File: config.mk
export PLATFORM = sky130hd
export DESIGN_NAME = div8x4_seq
export DESIGN_NICKNAME = d
export VERILOG_FILES = /design/src/rtl/div8x4_seq.sv
export SDC_FILE = /design/constraint.sdc
export NUM_CORES = 1
export LEC_CHECK = 0
export CORE_ASPECT_RATIO = 2
export CORE_UTILIZATION = 50
export DETAILED_ROUTE_END_ITERATION = 8
export PLACE_DENSITY = 0.75
export SYNTH_ARGS = -nofsm -noshare
export SYNTH_HDL_FRONTEND = slang
export SYNTH_SLANG_ARGS = --single-unit
File: constraint.sdc
create_clock -name clk -period 2.04 [get_ports clk]
set_input_delay 0.204 -clock clk [delete_from_list [all_inputs] [get_ports clk]]
set_output_delay 0.204 -clock clk [all_outputs]
set_load 0.02 [all_outputs]
File: src/rtl/div8x4_seq.sv
// Sequential restoring divider: 8-bit dividend / 4-bit divisor, one quotient bit per clock.
// Optional DIV_ZERO_DETECT_EN: a zero divisor completes at once and raises div_zero.
module div8x4_seq #(
  parameter int ITER = 8
) (
  input  logic       clk,
  input  logic       rst,
  input  logic       start,
  input  logic [7:0] dividend,
  input  logic [3:0] divisor,
  output logic [7:0] quot,
  output logic [3:0] rem,
  output logic       busy,
  output logic       done,
  output logic       div_zero
);

  localparam logic [1:0] S_IDLE = 2'd0;
  localparam logic [1:0] S_RUN  = 2'd1;
  localparam logic [1:0] S_DONE = 2'd2;

  logic [1:0] state_r;
  logic [7:0] work_r;
  logic [3:0] d_r;
  logic [3:0] r_r;
  logic [3:0] cnt_r;

  logic [4:0] r5_s;
  logic [3:0] diff_s;
  logic [3:0] r_next_s;
  logic       q_bit_s;
  logic       last_s;

  // One restoring step; work_r shifts dividend bits out at the MSB and quotient bits in at the LSB.
  always_comb begin
    r5_s     = {r_r, work_r[7]};
    diff_s   = r5_s[3:0] - d_r;
    q_bit_s  = 1'b0;
    r_next_s = r5_s[3:0];
    if (r5_s >= {1'b0, d_r}) begin
      q_bit_s  = 1'b1;
      r_next_s = diff_s;
    end else begin
      q_bit_s  = 1'b0;
      r_next_s = r5_s[3:0];
    end
    last_s = (cnt_r == 4'(ITER - 1));
  end

  // Control FSM, working registers and registered results.
  always_ff @(posedge clk or posedge rst) begin
    if (rst) begin
      state_r  <= S_IDLE;
      work_r   <= 8'd0;
      d_r      <= 4'd0;
      r_r      <= 4'd0;
      cnt_r    <= 4'd0;
      quot     <= 8'd0;
      rem      <= 4'd0;
      busy     <= 1'b0;
      done     <= 1'b0;
`ifdef DIV_ZERO_DETECT_EN
      div_zero <= 1'b0;
`endif
    end else begin
      done <= 1'b0;
      case (state_r)
        S_IDLE, S_DONE: begin
          if (start) begin
            work_r <= dividend;
            d_r    <= divisor;
            r_r    <= 4'd0;
            cnt_r  <= 4'd0;
`ifdef DIV_ZERO_DETECT_EN
            if (divisor == 4'd0) begin
              quot     <= 8'hFF;
              rem      <= dividend[3:0];
              div_zero <= 1'b1;
              done     <= 1'b1;
              busy     <= 1'b0;
              state_r  <= S_DONE;
            end else begin
              busy    <= 1'b1;
              state_r <= S_RUN;
            end
`else
            busy    <= 1'b1;
            state_r <= S_RUN;
`endif
          end else begin
            state_r <= S_IDLE;
          end
        end
        S_RUN: begin
          work_r <= {work_r[6:0], q_bit_s};
          r_r    <= r_next_s;
          cnt_r  <= cnt_r + 4'd1;
          if (last_s) begin
            quot     <= {work_r[6:0], q_bit_s};
            rem      <= r_next_s;
            busy     <= 1'b0;
            done     <= 1'b1;
            state_r  <= S_DONE;
`ifdef DIV_ZERO_DETECT_EN
            div_zero <= 1'b0;
`endif
          end else begin
            state_r <= S_RUN;
          end
        end
        default: begin
          busy    <= 1'b0;
          state_r <= S_IDLE;
        end
      endcase
    end
  end

`ifndef DIV_ZERO_DETECT_EN
  assign div_zero = 1'b0;
`endif

endmodule

### After elaboration in Yosys (flattened, before gate mapping)

Index checks and enable logic that the tools add are counted.

* bits in registers: 36
* output and inout bits: 15
* word-level logic and storage cells: 39

* add/subtract/negate cells: 2
* magnitude comparators: 1
* equal/unequal tests: 5
* mux-type cells: 15
* reduce and logical (&&, ||, !) cells: 7

Operator list (count)
* $pmux W4 S2: 2
* $pmux W8 S2: 1
* $mux W4: 2
* $mux W8: 1
* $reduce_and A2 Y1: 4
* $mux W1: 6
* $ge A5 B4 Y1: 1
* $add A4 B1 Y4 const B: 1
* $eq A4 B3 Y1 const B: 1
* $ne A2 B2 Y1 const B: 2
* $pmux W2 S2: 1
* $sub A4 B4 Y4: 1
* $eq A2 B1 Y1 const B: 1
* $eq A2 B2 Y1 const B: 1
* $logic_not A2 Y1: 1
* $mux W2: 1
* $pmux W1 S2: 1
* $reduce_bool A2 Y1: 1
* $reduce_or A2 Y1: 1

### Logic depth before layout (Yosys ltp)

Gate-level depths: netlist of run 1.

* depth after elaboration: 4
* depth in mapped cells: 7

### Worst setup path before layout of run 1

No wires, ideal clock.

* kind: register -> register
* from: reg r_r[0]
* to: reg r_r[0]
* library setup time: 0.122 ns
* arrival time: 1.480 ns
* setup slack: 0.439 ns
* cell stages (with the launch flop): 6
* buffers on the path: 0
* clock period less this slack: 1.601 ns
* cells stage by stage: dfrtp_1 > ha_1 > nor2b_4 > o311ai_4 > nand3_2 > a32o_1

* word-level cells in the longest chain between the ends: 3

Ends and longest elaborated chain
* from (decl): line 25 `logic [3:0] r_r;`
* from (signal assigned): line 96 `r_r <= r_next_s;`
* $ge A5 B4 Y1: line 40 `if (r5_s >= {1'b0, d_r}) begin`
* $mux W4: line 40
* $pmux W4 S2: line 67 `case (state_r)`

No other way between the ends.
A chain may end at the register's enable or synchronous reset.

### Final worst setup path of run 1

Ends and elaborated chain as after synthesis.

==> results of run 1 <==
-- where the power goes --
group,total (mW),switching [mW],internal (mW)
logic,2.10,1.17,0.923
registers,1.28,0.229,1.05
clock network,0.552,0.244,0.308
-- through the flow --
stage	area [um2]	power, mW
after global placement	1970	3.29
after floorplan	1680	2.77
final	2070	3.93
after CTS	2070	3.95
after global routing	2070	4.22
after detailed placement	1970	3.39
-- logic make-up after synthesis --
family | Yosys count
simple gates | 75
compound gates | 35
flops | 35
buf+inv | 15
fa+ha+maj | 6
xor+xnor | 1
other cells | 1
-- per-layer routing --
| metal | vias to the layer above | share of wire, % | GRT usage [%] |
|---|---|---|---|
| met5 | - | 0 | 0 |
| met4 | 0 | 2.9 | 11.8 |
| met3 | 11 | 4.9 | 6.06 |
| met2 | 47 | 53 | 37.6 |
| met1 | 648 | 39 | 27.5 |
| li1 | 629 | - | - |
-- worst max-delay path by stage --
stage / slack (ns) / cells past startpoint / from / end
global route: 0.14 / 6 / d_r[1] / rem[2]
detailed placement: 0.27 / 5 / r_r[0] / r_r[0]
finish: 0.24 / 5 / r_r[0] / r_r[0]
global placement: 0.37 / 6 / d_r[1] / r_r[0]
floorplan: 0.44 / 5 / r_r[0] / r_r[0]
CTS: 0.25 / 6 / d_r[1] / r_r[0]
-- tightest hold or removal path, stage by stage --
cell and delay [ns]:
sky130_fd_sc_hd__clkdlybuf4s50_1 0.40, sky130_fd_sc_hd__inv_1 0.05, sky130_fd_sc_hd__buf_4 0.38
-- cell type report --
class / count / area (um2)
tap: 31 / 38.8
sequential: 35 / 876
multi-input combinational: 118 / 716
clock buffer: 8 / 100
fill: 268 / 1130
inverter: 7 / 26.3
timing repair buffer: 32 / 310
-- flip-flops by register name, indices dropped and copies added (netlist names) --
| name | cells |
|---|---|
| busy | 1 |
| cnt_r | 4 |
| d_r | 4 |
| done | 1 |
| quot | 8 |
| r_r | 4 |
| rem | 4 |
| state_r | 1 |
| work_r | 8 |
-- layout by cell type (no fill, tap or decap), drive strengths merged, types with 3 or more instances in the layout --
cell | Yosys | layout
inv | 7 | 7
nor3 | 3 | 3
buf | 8 | 4
nand4 | 3 | 3
nor2b | 3 | 3
ha | 5 | 5
nand2 | 52 | 52
o31ai | 4 | 4
a22oi | 7 | 7
o21ai | 14 | 14
clkbuf | 0 | 8
dfrtp | 35 | 35
nor2 | 5 | 5
clkdlybuf4s50 | 0 | 28
nand3 | 3 | 3
==> impl_metrics.toml, run 1 <==
[run]
max_cap_violations = 0

[layout]
final_core_util_pct = 64.7
diodes = 0
finalNonFillerCells = 231
layout.nets = 220
drive_gt1_share_pct = 12.0
flow.area_growth_from_synthesis_pct = 22.9

[routing]
post_drt_wl_per_cell_um = 15.8
detail_route.vias_per_cell = 5.78
antenna_left = 0
drc_errors = 0
routed_via_count = 1335
iter_0_drt_violations = 31
wl_um = 3650
detailedRoute.firstPassIterationCount = 4

[cts]
cts_hold_buffers = 0
clockBufferDepth = 2
cts_repair_resized_insts = 0
cts_root_buf = "sky130_fd_sc_hd__clkbuf_8"
post-cts-setup-buffers = 0
cts_made_buffers = 5
clkSinkCount = 35
path_clk_slew_ns = 0.07
clock_tree_from_tritoncts = "yes"
worstSkewPairLatency_ns = 0.29
htreeDepth = 2

[die]
start_util_pct = 52.7
io_pins = 30
design.core.area_um2 = 3190
die_outline_width_um = 43.0
design.die.area_um2 = 3610
die_height_um = 84.0
fp-row-count = 29

[logic_synthesis]
postSynth.asyncResetShare_pct = 100
main_combinational_cell_family_by_area_after_synthesis = "simple AND/OR/NAND/NOR gates"
ys.warnings.count = 0
synth_area_per_cell_um2 = 10.0
synth-xor-area-share_pct = 0.521
post_synth_most_frequent_cells = "sky130_fd_sc_hd__nand2_1, sky130_fd_sc_hd__dfrtp_1, sky130_fd_sc_hd__o21ai_0, sky130_fd_sc_hd__a22oi_1, sky130_fd_sc_hd__inv_1"
syn_area_um2 = 1680
synthMuxAreaShare_pct = 0
yosys.area_share.simple_pct = 21.2
gate_count_post_synth = 168
top_post_synthesis_cells_by_area = "sky130_fd_sc_hd__dfrtp_1, sky130_fd_sc_hd__nand2_1, sky130_fd_sc_hd__ha_1"
synth_seq_area_share_pct = 52.1
synth_enable_flop_cells = 0
synth_flop_cell = "sky130_fd_sc_hd__dfrtp_1"
synth-compound-area-share_pct = 15.7
post_synth_num_cell_types = 39
post-synth-top-count-cell = "sky130_fd_sc_hd__nand2_1"
yosys.area_share.adder_pct = 4.91
synth.top_cell.area_share_pct = 52.1
netlist.top_cell.by_area = "sky130_fd_sc_hd__dfrtp_1"
net_count_of_the_mapped_netlist = 189
synth-seq-cells = 35

[placed_design]
numPortBuffers = 28
post-dp-hpwl_um = 2610
routability_cong = 0.835
place_inst = 223
detailedPlace.worstSlack_ns = 0.266

[sta]
final-hold-violation-count = 0
final.setup_skew_ns = 0.00426
layout_worst_path_cycle_share_pct = 88.1
finalWorstSetupSlack_ns = 0.243
setup-violations-final = 0
tns_ns = 0
rsz0062_at_grt = "false"
fmax_mhz = 556
finalHoldWorstSlack_ns = 0.312
final-max-slew-violation-count = 0
period_needed_ns = 1.80

[grt]
globalRouteOverflowTotal = 0
first_pass_grt_wire_length_um = 6250
grt_pass1_vias = 1372
gr-usage-all-layers_pct = 23.2
grt_antenna_before_repair = 0
maximum_number_of_pins_on_one_net_before_global_route_repair = 36

[critical_path]
crit_path_max_incr_delay_ns = 0.44
critical_path_required_ns = 2.22
timing.critical_path.max_delay_family = "compound AO/OA/AOI/OAI gates"
setup.worst_path.end_class = "register"
timing.critical_path.buf_inv = 0
worst_r2r_endpoint = "r_r[0]"
r2r_cell_count = 5
start_kind = "register"
timing.critical_path.slowest_stage_cell = "sky130_fd_sc_hd__dfrtp_1"
worstPathCellList = "ha_1, nor2b_4, o311ai_4, nand3_2, a32o_1"
regToRegSetupSlack_ns = 0.24
crit_arrival_ns = 1.98
reg2reg_from = "r_r[0]"
worst-path-max-fanout = 5
worst-setup-path-type = "register to register"

[min_path]
worst_hold_path_type = "primary input to async pin"

[power_and_ir_drop]
irDropWorstVdd_mv = 1.06
leakagePower_nw = 0.946
cellPowerDensity_nw_per_um2 = 1900

[status]
status = "finished, final reports clean"
(Power assumes the default switching activity.)
==> inputs of run 2 (changes only) <==
--- a/config.mk
+++ b/config.mk
@@ -5,10 +5,13 @@
 export SDC_FILE = /design/constraint.sdc
 export NUM_CORES = 1
 export LEC_CHECK = 0
+export CELL_PAD_IN_SITES_DETAIL_PLACEMENT = 0
+export CELL_PAD_IN_SITES_GLOBAL_PLACEMENT = 2
 export CORE_ASPECT_RATIO = 2
-export CORE_UTILIZATION = 50
+export CORE_UTILIZATION = 32
 export DETAILED_ROUTE_END_ITERATION = 8
-export PLACE_DENSITY = 0.75
+export GPL_ROUTABILITY_DRIVEN = 0
+export PLACE_DENSITY = 0.77
 export SYNTH_ARGS = -nofsm -noshare
 export SYNTH_HDL_FRONTEND = slang
 export SYNTH_SLANG_ARGS = --single-unit
==> run 2 against run 1 <==
  * Register-to-register slack better by 0.06 ns
  * First-iteration DRC count unchanged
  * Clock skew rose by 0.0053 ns
  * Global-route usage is 7.3 points lower
  * Critical endpoint is now r_r[1]
  * Critical path depth is the same
  * Count of clock-buffer cells in the layout fell by 3
  * Utilization decreased by 23 points
  * Largest power group unchanged
  * Final area rose by 2.6%
  * Hold slack improved by 0.012 ns
  * Sequential share of layout area fell by 1.1 points
  * Cell count up 12%
==> impl_metrics.toml, run 2 (same netlist as run 1, synthesis figures left out) <==
[die]
die_height_um = 105
io_pins = 30
die_outline_width_um = 53.3
design.core.area_um2 = 5090
design.die.area_um2 = 5570
start_util_pct = 33.0
fp-row-count = 37

[routing]
drc_errors = 0
detailedRoute.firstPassIterationCount = 4
iter_0_drt_violations = 31
wl_um = 3740
detail_route.vias_per_cell = 4.95
post_drt_wl_per_cell_um = 14.4
antenna_left = 0
routed_via_count = 1282

[layout]
flow.area_growth_from_synthesis_pct = 26.1
layout.nets = 221
mostFrequentLayoutCell = "sky130_fd_sc_hd__nand2_1"
drive_gt1_share_pct = 12.9
num-fill-cells = 524
fin_area_um2 = 2120
layout_common_cells = "sky130_fd_sc_hd__nand2_1, sky130_fd_sc_hd__dfrtp_1, sky130_fd_sc_hd__clkdlybuf4s50_1"
diodes = 0
layout_top_registers = "quot (8), work_r (8)"

[run]
max_cap_violations = 0

[power_and_ir_drop]
irDropWorstVdd_mv = 0.816
leakagePower_nw = 0.958
cellPowerDensity_nw_per_um2 = 1880

[critical_path]
worst-path-max-fanout = 5
timing.critical_path.max_delay_family = "compound AO/OA/AOI/OAI gates"
crit_path_max_incr_delay_ns = 0.44
critical_path_required_ns = 2.20
reg2reg_from = "r_r[0]"
timing.critical_path.slowest_stage_cell = "sky130_fd_sc_hd__dfrtp_1"
start_kind = "register"
crit_arrival_ns = 1.89
setup.worst_path.end_class = "register"
timing.critical_path.buf_inv = 0
worstPathCellList = "ha_1, nor2b_4, o311a_2, nor2_1, o211ai_1"
worst-setup-path-type = "register to register"
startpoint = "r_r[0]"

[cts]
cts_made_buffers = 5
cts_repair_resized_insts = 0
cts_root_buf = "sky130_fd_sc_hd__clkbuf_8"
post-cts-setup-buffers = 0
path_clk_slew_ns = 0.08
worstSkewPairLatency_ns = 0.29
clockBufferDepth = 2
clkSinkCount = 35
htreeDepth = 2
clock_tree_from_tritoncts = "yes"
cts_hold_buffers = 0

[placed_design]
dpl-instance-area_um2 = 2010
numPortBuffers = 28
post-dp-hpwl_um = 2790

[sta]
layout_worst_path_cycle_share_pct = 85.1
final.setup_skew_ns = 0.00959
fmax_mhz = 576
setup-violations-final = 0
tns_ns = 0
final-hold-violation-count = 0
final-max-slew-violation-count = 0
period_needed_ns = 1.74
rsz0062_at_grt = "false"

[grt]
maximum_number_of_pins_on_one_net_before_global_route_repair = 36
first_pass_grt_wire_length_um = 6440
gr-usage-all-layers_pct = 15.9
globalRouteOverflowTotal = 0
grt_pass1_vias = 1346
grt_antenna_before_repair = 0

[status]
status = "finished, final reports clean"

[min_path]
worst_hold_path_type = "primary input to async pin"
run 2: area by class of cell:
| cell class | instances | area [um2] | area share (%) |
|---|---|---|---|
| multi-input cells | 118 | 716 | 33.7 |
| flip-flops and latches | 35 | 876 | 41.3 |
| well taps | 58 | 72.6 | 3.42 |
| clock inverters | 3 | 43.8 | 2.06 |
| inverters | 7 | 26.3 | 1.24 |
| repair buffers | 33 | 318 | 15.0 |
| clock buffers | 5 | 68.8 | 3.24 |
run 2: worst register-to-register path, delay by kind of cell (launching register included):
| family | cells | cell delay [ns] |
|---|---|---|
| AO/OA/AOI/OAI | 2 | 0.51 |
| adder cells (fa/ha/maj) | 1 | 0.32 |
| flip-flops | 1 | 0.44 |
| AND/OR/NAND/NOR | 2 | 0.34 |
run 2: worst paths after layout:
path | slack [ns] | to | cells past startpoint
min in group clk | 0.45 | d_r[0] | 3
max in group asynchronous | 1.39 | d_r[1] | 3
setup reg to reg | 0.30 | r_r[1] | 5
hold reg to reg | 0.48 | quot[3] | 2
setup / recovery | 0.30 | r_r[1] | 5
hold / removal | 0.32 | work_r[2] | 3
run 2: power by group:
part           leakage (nW)  switching, mW  internal (mW)
clock                0.0581          0.260          0.364
combinational         0.482           1.15          0.934
sequential            0.418          0.225           1.05
run 2: metrics by stage:
step                      hold WS, ns  setup WS (ns)  utilization [%]  cells  power [mW]
after floorplan                 0.309          0.439                -    168        2.77
after global placement          0.462          0.347             39.4    251        3.34
after detailed placement        0.462          0.316             39.4    251        3.39
after CTS                       0.338          0.317             41.6    259        4.03
after global routing            0.364          0.201             41.6    259        4.33
final                           0.324          0.304             41.6    259        3.98
run 2: per-layer routing:
metal / vias up / wire [um] / track usage [%]
li1: 634 / - / -
met1: 621 / 1510 / 18.3
met2: 25 / 2100 / 27.2
met3: 2 / 98 / 3.51
met4: 0 / 29 / 5.83
met5: - / 0 / 0
